### config.mk
export PLATFORM = sky130hd
export DESIGN_NAME = traffic_light_ctrl
export DESIGN_NICKNAME = d
export VERILOG_FILES = /design/src/rtl/traffic_light_ctrl.sv
export SDC_FILE = /design/constraint.sdc
export NUM_CORES = 1
export LEC_CHECK = 0
export CELL_PAD_IN_SITES_DETAIL_PLACEMENT = 1
export CELL_PAD_IN_SITES_GLOBAL_PLACEMENT = 1
export CORE_MARGIN = 10
export CORE_UTILIZATION = 40
export CTS_CLUSTER_DIAMETER = 200
export DETAILED_ROUTE_END_ITERATION = 10
export PLACE_DENSITY = 0.82
export SLEW_MARGIN = 20
export SYNTH_ARGS = -nofsm -noshare
export SYNTH_HDL_FRONTEND = slang
export SYNTH_SLANG_ARGS = --single-unit
### constraint.sdc
create_clock -name clk -period 5.2 [get_ports clk]
set_input_delay 0.78 -clock clk [delete_from_list [all_inputs] [get_ports clk]]
set_output_delay 0.78 -clock clk [all_outputs]
set_load 0.005 [all_outputs]
### src/rtl/traffic_light_ctrl.sv
// traffic_light_ctrl
//   Demand-actuated, round-robin traffic light controller for NUM_DIR
//   conflicting approaches. One approach is served at a time through
//   red -> red+amber -> green -> amber -> all-red clearance. All phase
//   durations are counted in timebase ticks (tick input), so the block is
//   independent of the clock rate.
//
//   Optional feature: define PED_CROSSING_EN to add a pedestrian walk phase
//   (ports ped_req / walk). In the default build (macro undefined) those
//   ports do not exist and the WALK phase is unreachable.
//
//   Outputs are Moore: lights/green_dir/phase/walk decode state registers
//   only; there is no combinational path from req, tick or ped_req.

module traffic_light_ctrl #(
    parameter int NUM_DIR      = 4,
    parameter int RA_TICKS     = 2,
    parameter int GREEN_MIN    = 5,
    parameter int AMBER_TICKS  = 3,
    parameter int ALLRED_TICKS = 2,
    parameter int WALK_TICKS   = 6
) (
    input  logic                       clk,
    input  logic                       rst,
    input  logic                       tick,
    input  logic [NUM_DIR-1:0]         req,
`ifdef PED_CROSSING_EN
    input  logic                       ped_req,
    output logic                       walk,
`endif
    output logic [3*NUM_DIR-1:0]       lights,
    output logic [$clog2(NUM_DIR)-1:0] green_dir,
    output logic [2:0]                 phase
);

    localparam int DW = $clog2(NUM_DIR);

    // Timer must hold the largest duration minus one; one spare bit on top.
    localparam int MAX_A = (RA_TICKS > GREEN_MIN) ? RA_TICKS : GREEN_MIN;
    localparam int MAX_B = (AMBER_TICKS > ALLRED_TICKS) ? AMBER_TICKS : ALLRED_TICKS;
    localparam int MAX_C = (MAX_A > MAX_B) ? MAX_A : MAX_B;
    localparam int MAX_D = (MAX_C > WALK_TICKS) ? MAX_C : WALK_TICKS;
    localparam int TW    = $clog2(MAX_D) + 1;

    // Phase encoding doubles as the phase output value.
    localparam logic [2:0] S_ALL_RED   = 3'd0;
    localparam logic [2:0] S_RED_AMBER = 3'd1;
    localparam logic [2:0] S_GREEN     = 3'd2;
    localparam logic [2:0] S_AMBER     = 3'd3;
    localparam logic [2:0] S_WALK      = 3'd4;

    localparam logic [TW-1:0] T_AR    = TW'(ALLRED_TICKS - 1);
    localparam logic [TW-1:0] T_RA    = TW'(RA_TICKS - 1);
    localparam logic [TW-1:0] T_GREEN = TW'(GREEN_MIN - 1);
    localparam logic [TW-1:0] T_AMBER = TW'(AMBER_TICKS - 1);
    localparam logic [TW-1:0] T_WALK  = TW'(WALK_TICKS - 1);

    localparam logic [NUM_DIR-1:0] ONE = {{(NUM_DIR-1){1'b0}}, 1'b1};

    logic [2:0]         state, state_nxt;
    logic [TW-1:0]      timer, timer_nxt;
    logic [DW-1:0]      cur, cur_nxt;
    logic [NUM_DIR-1:0] pend;
    logic [NUM_DIR-1:0] cur_mask;
    logic               other_pend;
    logic               compete;

`ifdef PED_CROSSING_EN
    logic ped_pend;
    logic last_walk, last_walk_nxt;
    logic walk_go;
`endif

    // Round-robin pick: first set bit at cur+1, cur+2, ... with cur itself last.
    function automatic logic [DW-1:0] rr_pick(input logic [NUM_DIR-1:0] p,
                                              input logic [DW-1:0]      c);
        logic [DW-1:0] sel;
        logic [DW-1:0] idx;
        sel = c;
        // Walk the search order backwards so the nearest candidate wins.
        for (int k = NUM_DIR; k >= 1; k--) begin
            idx = DW'((int'(c) + k) % NUM_DIR);
            if (p[idx]) sel = idx;
        end
        return sel;
    endfunction

    // Final timer value of each state; the timer saturates there.
    function automatic logic [TW-1:0] last_tick(input logic [2:0] s);
        case (s)
            S_RED_AMBER: last_tick = T_RA;
            S_GREEN:     last_tick = T_GREEN;
            S_AMBER:     last_tick = T_AMBER;
            S_WALK:      last_tick = T_WALK;
            default:     last_tick = T_AR;
        endcase
    endfunction

    // Light field of the selected approach for a given state.
    function automatic logic [2:0] sel_field(input logic [2:0] s);
        case (s)
            S_RED_AMBER: sel_field = 3'b110;
            S_GREEN:     sel_field = 3'b001;
            S_AMBER:     sel_field = 3'b010;
            default:     sel_field = 3'b100;
        endcase
    endfunction

    assign cur_mask   = ONE << cur;
    assign other_pend = |(pend & ~cur_mask);
`ifdef PED_CROSSING_EN
    assign compete    = other_pend | ped_pend;
`else
    assign compete    = other_pend;
`endif

    // Next-state, timer and selection logic; everything advances only on tick.
    always_comb begin
        logic leave;
        state_nxt = state;
        timer_nxt = timer;
        cur_nxt   = cur;
        leave     = 1'b0;
`ifdef PED_CROSSING_EN
        last_walk_nxt = last_walk;
        walk_go       = 1'b0;
`endif
        if (tick) begin
            case (state)
                S_ALL_RED: begin
                    if (timer >= T_AR) begin
`ifdef PED_CROSSING_EN
                        // Walk takes priority unless it was the last phase
                        // served and vehicles are waiting.
                        if (ped_pend && (!last_walk || (pend == '0))) begin
                            state_nxt = S_WALK;
                            walk_go   = 1'b1;
                            leave     = 1'b1;
                        end else if (pend != '0) begin
                            state_nxt     = S_RED_AMBER;
                            cur_nxt       = rr_pick(pend, cur);
                            last_walk_nxt = 1'b0;
                            leave         = 1'b1;
                        end
`else
                        if (pend != '0) begin
                            state_nxt = S_RED_AMBER;
                            cur_nxt   = rr_pick(pend, cur);
                            leave     = 1'b1;
                        end
`endif
                    end
                end
                S_RED_AMBER: begin
                    if (timer == T_RA) begin
                        state_nxt = S_GREEN;
                        leave     = 1'b1;
                    end
                end
                S_GREEN: begin
                    if ((timer >= T_GREEN) && compete) begin
                        state_nxt = S_AMBER;
                        leave     = 1'b1;
                    end
                end
                S_AMBER: begin
                    if (timer == T_AMBER) begin
                        state_nxt = S_ALL_RED;
                        leave     = 1'b1;
                    end
                end
`ifdef PED_CROSSING_EN
                S_WALK: begin
                    if (timer == T_WALK) begin
                        state_nxt     = S_ALL_RED;
                        last_walk_nxt = 1'b1;
                        leave         = 1'b1;
                    end
                end
`endif
                default: begin
                    state_nxt = S_ALL_RED;
                    leave     = 1'b1;
                end
            endcase

            if (leave) begin
                timer_nxt = '0;
            end else if (timer < last_tick(state)) begin
                timer_nxt = timer + TW'(1);
            end
        end
    end

    // State registers, demand latches and synchronous reset.
    always_ff @(posedge clk) begin
        if (rst) begin
            state <= S_ALL_RED;
            timer <= '0;
            cur   <= '0;
            pend  <= '0;
        end else begin
            state <= state_nxt;
            timer <= timer_nxt;
            cur   <= cur_nxt;
            // Demand for the approach currently green is discarded.
            pend  <= (pend | req) & ~((state == S_GREEN) ? cur_mask : '0);
        end
    end

`ifdef PED_CROSSING_EN
    // Pedestrian demand latch and walk-history flag.
    always_ff @(posedge clk) begin
        if (rst) begin
            ped_pend  <= 1'b0;
            last_walk <= 1'b0;
        end else begin
            ped_pend  <= (ped_pend | ped_req) & ~walk_go;
            last_walk <= last_walk_nxt;
        end
    end

    assign walk = (state == S_WALK);
`endif

    // Moore light decode: only the selected approach ever leaves red.
    always_comb begin
        lights = '0;
        for (int i = 0; i < NUM_DIR; i++) begin
            lights[3*i +: 3] = (i == int'(cur)) ? sel_field(state) : 3'b100;
        end
    end

    assign green_dir = cur;
    assign phase     = state;

endmodule

# ---- After elaboration in Yosys (flattened, before gate mapping)
# Index checks and enable logic that the tools add are counted.
dict set report op_classes {
  n_addsub 5
  n_mul 0
  n_div 0
  order_cmp 7
  eq_ne 14
  shifts 1
  mux 36
  n_bitwise 5
  n_reduce_logical 10
}
# cell count
set ops {}
lappend ops {{$mux 3} 9}
lappend ops {{$mux 4} 5}
lappend ops {{$pmux 3 s3} 2}
lappend ops {{$lt 2x3->1 const B} 4}
lappend ops {{$pmux 3 s4} 1}
lappend ops {{$mux 1} 10}
lappend ops {{$ne 2x2->1 const B} 5}
lappend ops {{$and 4x4->4} 2}
lappend ops {{$bmux 1 s2} 4}
lappend ops {{$mux 2} 4}
lappend ops {{$not 4->4} 2}
lappend ops {{$reduce_bool 4->1} 2}
lappend ops {{$eq 3x2->1 const B} 2}
lappend ops {{$reduce_and 6->1} 1}
lappend ops {{$reduce_and 5->1} 1}
lappend ops {{$add 2x1->2 const B} 2}
lappend ops {{$add 2x2->2 const B} 2}
lappend ops {{$add 4x1->4 const B} 1}
lappend ops {{$eq 2x2->1 const A} 2}
lappend ops {{$eq 4x1->1 const B} 1}
lappend ops {{$eq 4x2->1 const B} 1}
lappend ops {{$ge 4x1->1 const B} 1}
lappend ops {{$ge 4x3->1 const B} 1}
lappend ops {{$lt 4x4->1} 1}
lappend ops {{12 further kinds} 12}
dict set report totals {
  reg_bits 13
  latchBits 0
  ramBits 0
  mem_bits_ro 0
  inputBits 7
  out_inout_bits 17
  elab_cells 82
  n_memories 0
}

# ---- Longest topological paths before layout
dict set report depth {
  word_depth 13
  mapped_depth 9
  depth_no_buf 9
}

# ---- Least setup slack after synthesis
# Ideal clock, no wire load.
dict set report synth_path {
  path_type {reg2reg}
  start {register cur[0] (netlist: green_dir[0])}
  end {register state[1] (netlist: phase[1])}
  setup_time_ns 0.128
  t_arrival_ns 1.834
  required_ns 5.072
  path_slack_ns 3.238
  stages_incl_launch_ff 9
  path_buffers 1
  synth_period_minus_slack_ns 1.962
  path_cell_list {dfxtp_1 buf_2 inv_1 ha_1 or2b_1 a41oi_4 o2111a_2 mux2i_1 nor2_1}
}
dict set report synth_via {
  elab_chain_cells 7
}
# item line
set synth_rtl {}
lappend synth_rtl {{start: declaration} 62} ;# logic [DW-1:0] cur, cur_nxt;
lappend synth_rtl {{start signal: assignment} 205} ;# cur <= cur_nxt;
lappend synth_rtl {{$shl 1x2->4} 109} ;# assign cur_mask = ONE << cur;
lappend synth_rtl {{$not 4->4} 110} ;# assign other_pend = |(pend & ~cur_mask);
lappend synth_rtl {{$and 4x4->4} 110}
lappend synth_rtl {{$reduce_or 4->1} 110}
lappend synth_rtl {{$logic_and 1x1->1} 161} ;# if ((timer >= T_GREEN) && compete) begin
lappend synth_rtl {{$ne 2x2->1 (no source line)} --}
lappend synth_rtl {{$reduce_and 6->1 (no source line)} --}
lappend synth_rtl {{end signal: assignment} 203} ;# state <= state_nxt;
lappend synth_rtl {{end: declaration} 60} ;# logic [2:0] state, state_nxt;
# Every way passes these cells.
# A chain may end at the register's enable or synchronous reset.

# ---- Worst setup path after layout
dict set report layout_path {
  start {register state[1] (netlist: phase[1])}
  end {output lights[2]}
}
dict set report layout_via {
  elab_chain_cells 3
  word_cells_on_any_way 5
  classes_between {3 x eq/ne; 2 x mux}
}
# item line
set layout_rtl {}
lappend layout_rtl {{$eq 3x2->1 / $eq 3x1->1 (equally long branches)} 101} ;# case (s)
lappend layout_rtl {{$pmux 3 s3 *} 101}
lappend layout_rtl {{$mux 3 *} 230} ;# lights[3*i +: 3] = (i == int'(cur)) ? sel_field(state) : 3'b100;
lappend layout_rtl {{end: declaration} 31} ;# output logic [3*NUM_DIR-1:0] lights,
# Every way passes the cells marked *; elsewhere a longest branch is shown, timed or not.

==> flow_summary.json <==
{
  "ys_seq_area_frac": 0.213,
  "fin_crit_sh": 0.570,
  "cts_resized": 0,
  "rsz0062_at_grt": "false",
  "hp-class": "reg2reg",
  "die_h_microns": 73.1,
  "path_cells": "ha_1 > inv_1 > a21oi_1 > nand2_1 > clkdlybuf4s50_1",
  "synth-edff-count": 0,
  "ctsHoldBuffers": 0,
  "core.rowCount": 19,
  "floorplan.initialDensity": 0.413,
  "path_class": "reg2out",
  "antenna_found_initial": 0,
  "finalWorstSetupSlack_ns": 2.24,
  "crit_required_ns": 4.42,
  "die_w_microns": 73.1,
  "place_ws_ns": 2.51,
  "syn2layout_area_growth_pct": 24.7,
  "grt_first_pass_wirelength_mm": 5.22,
  "cp.arrival_ns": 2.18,
  "tns_ns": 0,
  "post_drt_via_cell_ratio": 5.51,
  "syn_area_per_cell_sq_um": 8.83,
  "grt_pass1_vias": 1084,
  "hpwlAfterDp_mm": 2.47,
  "ys_types": 40,
  "finalClockSkew_ns": 0.00149,
  "cp.depth": 5,
  "dr_total_vias": 1002,
  "crit_path_start_kind": "flip-flop",
  "cts_num_sinks": 12,
  "slowest_stage": "clkdlybuf4s50_1",
  "clock.fmax_ghz": 0.338,
  "ir_worst_vdd_v": 0.000245,
  "htree_levels": 1,
  "ys.warnings.count": 0,
  "cts_buffer_depth": 2,
  "port_buffers": 22,
  "crit_family": "buffers and inverters",
  "path_max_fanout": 8,
  "totalWireLength_mm": 3.00,
  "nFillCells": 337,
  "setup_viol": 0,
  "p_per_area_mw_per_mm2": 378,
  "root_buffer": "clkbuf_4",
  "drt_pass1_iterations": 4,
  "crit_start": "phase[1]",
  "die_area_sq_mm": 0.00535,
  "num_antenna_cells": 0,
  "synth_top_area_frac": 0.213,
  "r2r_slack_ns": 2.98,
  "clk_pin_slew_ns": 0.09,
  "synth.largest_area_cell": "dfxtp_1",
  "synth_area_leaders": "dfxtp_1, ha_1, nor2_1",
  "io_pins": 24,
  "cts_setup_buffers": 0,
  "drc": 0,
  "nets": 174,
  "r2r-end": "phase[1]",
  "relSlewSlack": 0.595,
  "drive_gt1_frac": 0.0861,
  "p_leak_nw": 0.558,
  "multi_input_area_sq_um": 828,
  "maxCapViolCount": 0,
  "clock_latency_ns": 0.28,
  "syn_nets": 150,
  "first_iter_violations": 58,
  "reg2reg_depth": 7,
  "ys_seq_elements": 12,
  "grt.total_usage": 0.118,
  "tritoncts": "done",
  "slowest_delay_ns": 0.46,
  "end_kind": "output port",
  "crit_end": "lights[2]",
  "grt-ovfl-total": 0,
  "ff_latch_area_sq_um": 240,
  "synth_common_cells": "nor2_1, ha_1, dfxtp_1, inv_1, nor3_1",
  "crit_buf_inv": 2,
  "grt_max_degree": 14,
  "netlist_area_sq_mm": 0.00113,
  "avgRoutedWirePerCell_microns": 16.5,
  "hold_viol": 0,
  "period_needed_ns": 2.96,
  "core-area_sq_mm": 0.00273,
  "ys_async_sr_fraction": 0,
  "worst_pin_slew_ns": 0.606,
  "finalMaxSlewViolations": 0,
  "outcome": "completed",
  "synthFlopType": "dfxtp_1",
  "synthCells": 128,
  "r2r-start": "green_dir[0]",
  "cts_made_buffers": 3,
  "place_congestion": 0.843,
  "yosysMostFrequentCell": "nor2_1",
  "ant_nets": 0
}
[worst register-to-register path, cell delays in order (launching register included)]
cell,delay (ns)
dfxtp_1,0.59
inv_1,0.18
ha_1,0.28
or2b_1,0.26
a41oi_4,0.28
o2111a_2,0.27
mux2i_1,0.19
nor2_1,0.05
[logic make-up after synthesis]
group,count (synthesis),synth area share
AND/OR/NAND/NOR,52,0.271
AO/OA/AOI/OAI,26,0.200
other,1,0.00332
flip-flops,12,0.213
adder cells (fa/ha/maj),15,0.166
buffers and inverters,15,0.0543
multiplexers,7,0.0919
[area by class of cell]
cell class | count | area share
inverters | 12 | 0.0320
clock buffers | 4 | 0.0258
multi-input cells | 101 | 0.588
repair buffers | 22 | 0.156
flip-flops and latches | 12 | 0.171
well taps | 31 | 0.0275
[cells in the final DEF, fill, tap and decap left out, drive strengths merged, types with 2 or more instances in the layout]
master,n
clkdlybuf4s50,22
nor2,17
ha,15
inv,12
dfxtp,12
nor3,8
nand2,7
a21oi,6
and2,4
nor2b,4
mux2i,4
clkbuf,4
or2b,3
o21ai,3
a211oi,3
a22o,2
nand3,2
mux4,2
nor3b,2
[worst min path at each step]
stage	endpoint	cells past startpoint	slack [ns]	startpoint
after global routing	timer[0]	1	0.59	timer[0]
after detailed placement	timer[0]	1	0.57	timer[0]
final	timer[0]	1	0.57	timer[0]
after floorplan	timer[0]	1	0.51	timer[0]
after global placement	timer[0]	1	0.54	timer[0]
after CTS	timer[0]	1	0.58	timer[0]
[per-layer routing]
layer	global-route usage	routed length, microns	vias up
met2	0.217	1530	16
met5	0	0	-
met4	0.0338	25	0
li1	-	-	503
met1	0.129	1290	479
met3	0.0286	164	4
[per-stage QoR]
stage           util  total power, mW  cells  hold WS [ns]  area (sq um)
5_1_grt        0.515            0.574    182         0.595          1410
6_report       0.515            0.533    182         0.571          1410
2_1_floorplan      -            0.363    128         0.508          1130
3_3_place_gp   0.502            0.444    178         0.539          1370
4_1_cts        0.515            0.540    182         0.580          1410
3_5_place_dp   0.502            0.458    178         0.566          1370
[registers in the layout, summed over array words and instances, names as in the netlist]
register / count
green_dir: 2
pend: 4
phase: 2
timer: 4
[power breakdown]
group | total [mW] | internal (mW) | switching (mW)
clock | 0.0816 | 0.0426 | 0.0390
combinational | 0.307 | 0.156 | 0.150
sequential | 0.145 | 0.109 | 0.0355
total | 0.533 | 0.308 | 0.225
Note: power is estimated with default switching activity, not from simulation.
==> variant (config.mk and constraints unchanged) <==
Set the parameter `GREEN_MIN` to 10 (it was 5).
--- a/src/rtl/traffic_light_ctrl.sv
+++ b/src/rtl/traffic_light_ctrl.sv
@@ -16,5 +16,5 @@
     parameter int NUM_DIR      = 4,
     parameter int RA_TICKS     = 2,
-    parameter int GREEN_MIN    = 5,
+    parameter int GREEN_MIN    = 10,
     parameter int AMBER_TICKS  = 3,
     parameter int ALLRED_TICKS = 2,
Formal check against the unedited RTL: not equivalent (a bounded check fails within 10 cycles, from zero or initial values and one cycle with rst high).
==> variant against the unedited design <==
Synthesized area rose by 4.5%. Worst setup slack better by 110 ps. Global-route usage increased by 1.4 points. Worst hold slack barely moved. Register-to-register slack got worse by 140 ps. Total power shrank 5.1%. Sequential cell count is 1 higher. Routed wire length up 15%. First-iteration DRC count shrank 55%. Cell area increased by 1.2%. Largest cell class unchanged. Largest power group unchanged. Highest routed layer unchanged.
==> variant: results <==
group,metric,value,unit
sta,skew,17.2,ps
global_routing,grt_use_met1,15.4,%
power,ir_worst_vdd,0.000206,V
hold_path,hold_path_depth,2,
power,seqPwrFrac,30.2,%
detailed_routing,wl_met3,297,µm
global_routing,met3_usage,6.12,%
critical_path,r2r_start,"phase[1]$_SDFFE_PP0P_",
placed_design,placed_area,0.00140,mm²
placed_design,place_congestion,0.892,
global_routing,grt_pass1_vias,1194,
power,power.leakage,0.532,nW
power,p_per_area,355,mW/mm²
final_layout,nNetsFinal,179,
yosys,synthTopCellsByCount,"inv_1, dfxtp_1, ha_1",
yosys,synth_compound_area_share,23.4,%
placed_design,dpl.hpwl,2.66,mm
critical_path,worstPathMaxFanout,7,
global_routing,grt_max_degree,20,
placed_design,placed_cells,185,
yosys,netlist_instances,138,
detailed_routing,vias_per_cell,5.86,
global_routing,grt_pass1_wl,5.75,mm
global_routing,grt_util_met2,20.7,%
placed_design,place_ws,2690,ps
power,powerClk,70.0,µW
critical_path,reg2reg_slack,2840,ps
yosys,syn_nets,158,
detailed_routing,dr.first_iter.drc_count,26,
global_routing,grtUsageTotal,13.2,%
yosys,yosysSeqAreaShare,22.0,%
detailed_routing,wl_met1,1.58,mm
power,p_sw,229,µW
yosys,synth_cell_types,46,
detailed_routing,wl_met2,1.53,mm
sta,hold_ws,571,ps
final_layout,drive_above_1_share,10.1,%
final_layout,top_regs,"timer: 5 flops, pend: 4 flops",
detailed_routing,vias,1107,
run_status,outcome,"completed",
hold_path,hold_end,"phase[1]$_SDFFE_PP0P_",
detailed_routing,wire_per_inst,18.3,µm
variant: cell types whose count changed in the layout (fill, tap and decap cells not counted), sizes merged, moves of 3 or more:
cell / before / now
mux2: 1 / 4
nor2: 17 / 11
o22ai: 1 / 4
o31ai: 1 / 4
or3: 0 / 4
variant: how the worst max path moves through the flow:
stage	from	end	slack (ps)	cells past startpoint
final	phase[0]$_SDFFE_PP0P_	lights[5]	2350	6
after global routing	phase[0]$_SDFFE_PP0P_	lights[5]	2230	6
after CTS	phase[0]$_SDFFE_PP0P_	lights[5]	2340	6
after detailed placement	phase[0]$_SDFFE_PP0P_	lights[5]	2690	6
after global placement	phase[0]$_SDFFE_PP0P_	lights[5]	2760	6
after floorplan	phase[1]$_SDFFE_PP0P_	timer[0]$_SDFFE_PP0P_	3270	8
variant: cell type report:
type / instances / area [µm²]
fillers: 342 / 1360
repair buffers: 22 / 220
flip-flops and latches: 13 / 260
well taps: 31 / 38.8
multi-input cells: 105 / 827
clock buffers: 4 / 26.3
inverters: 14 / 52.6
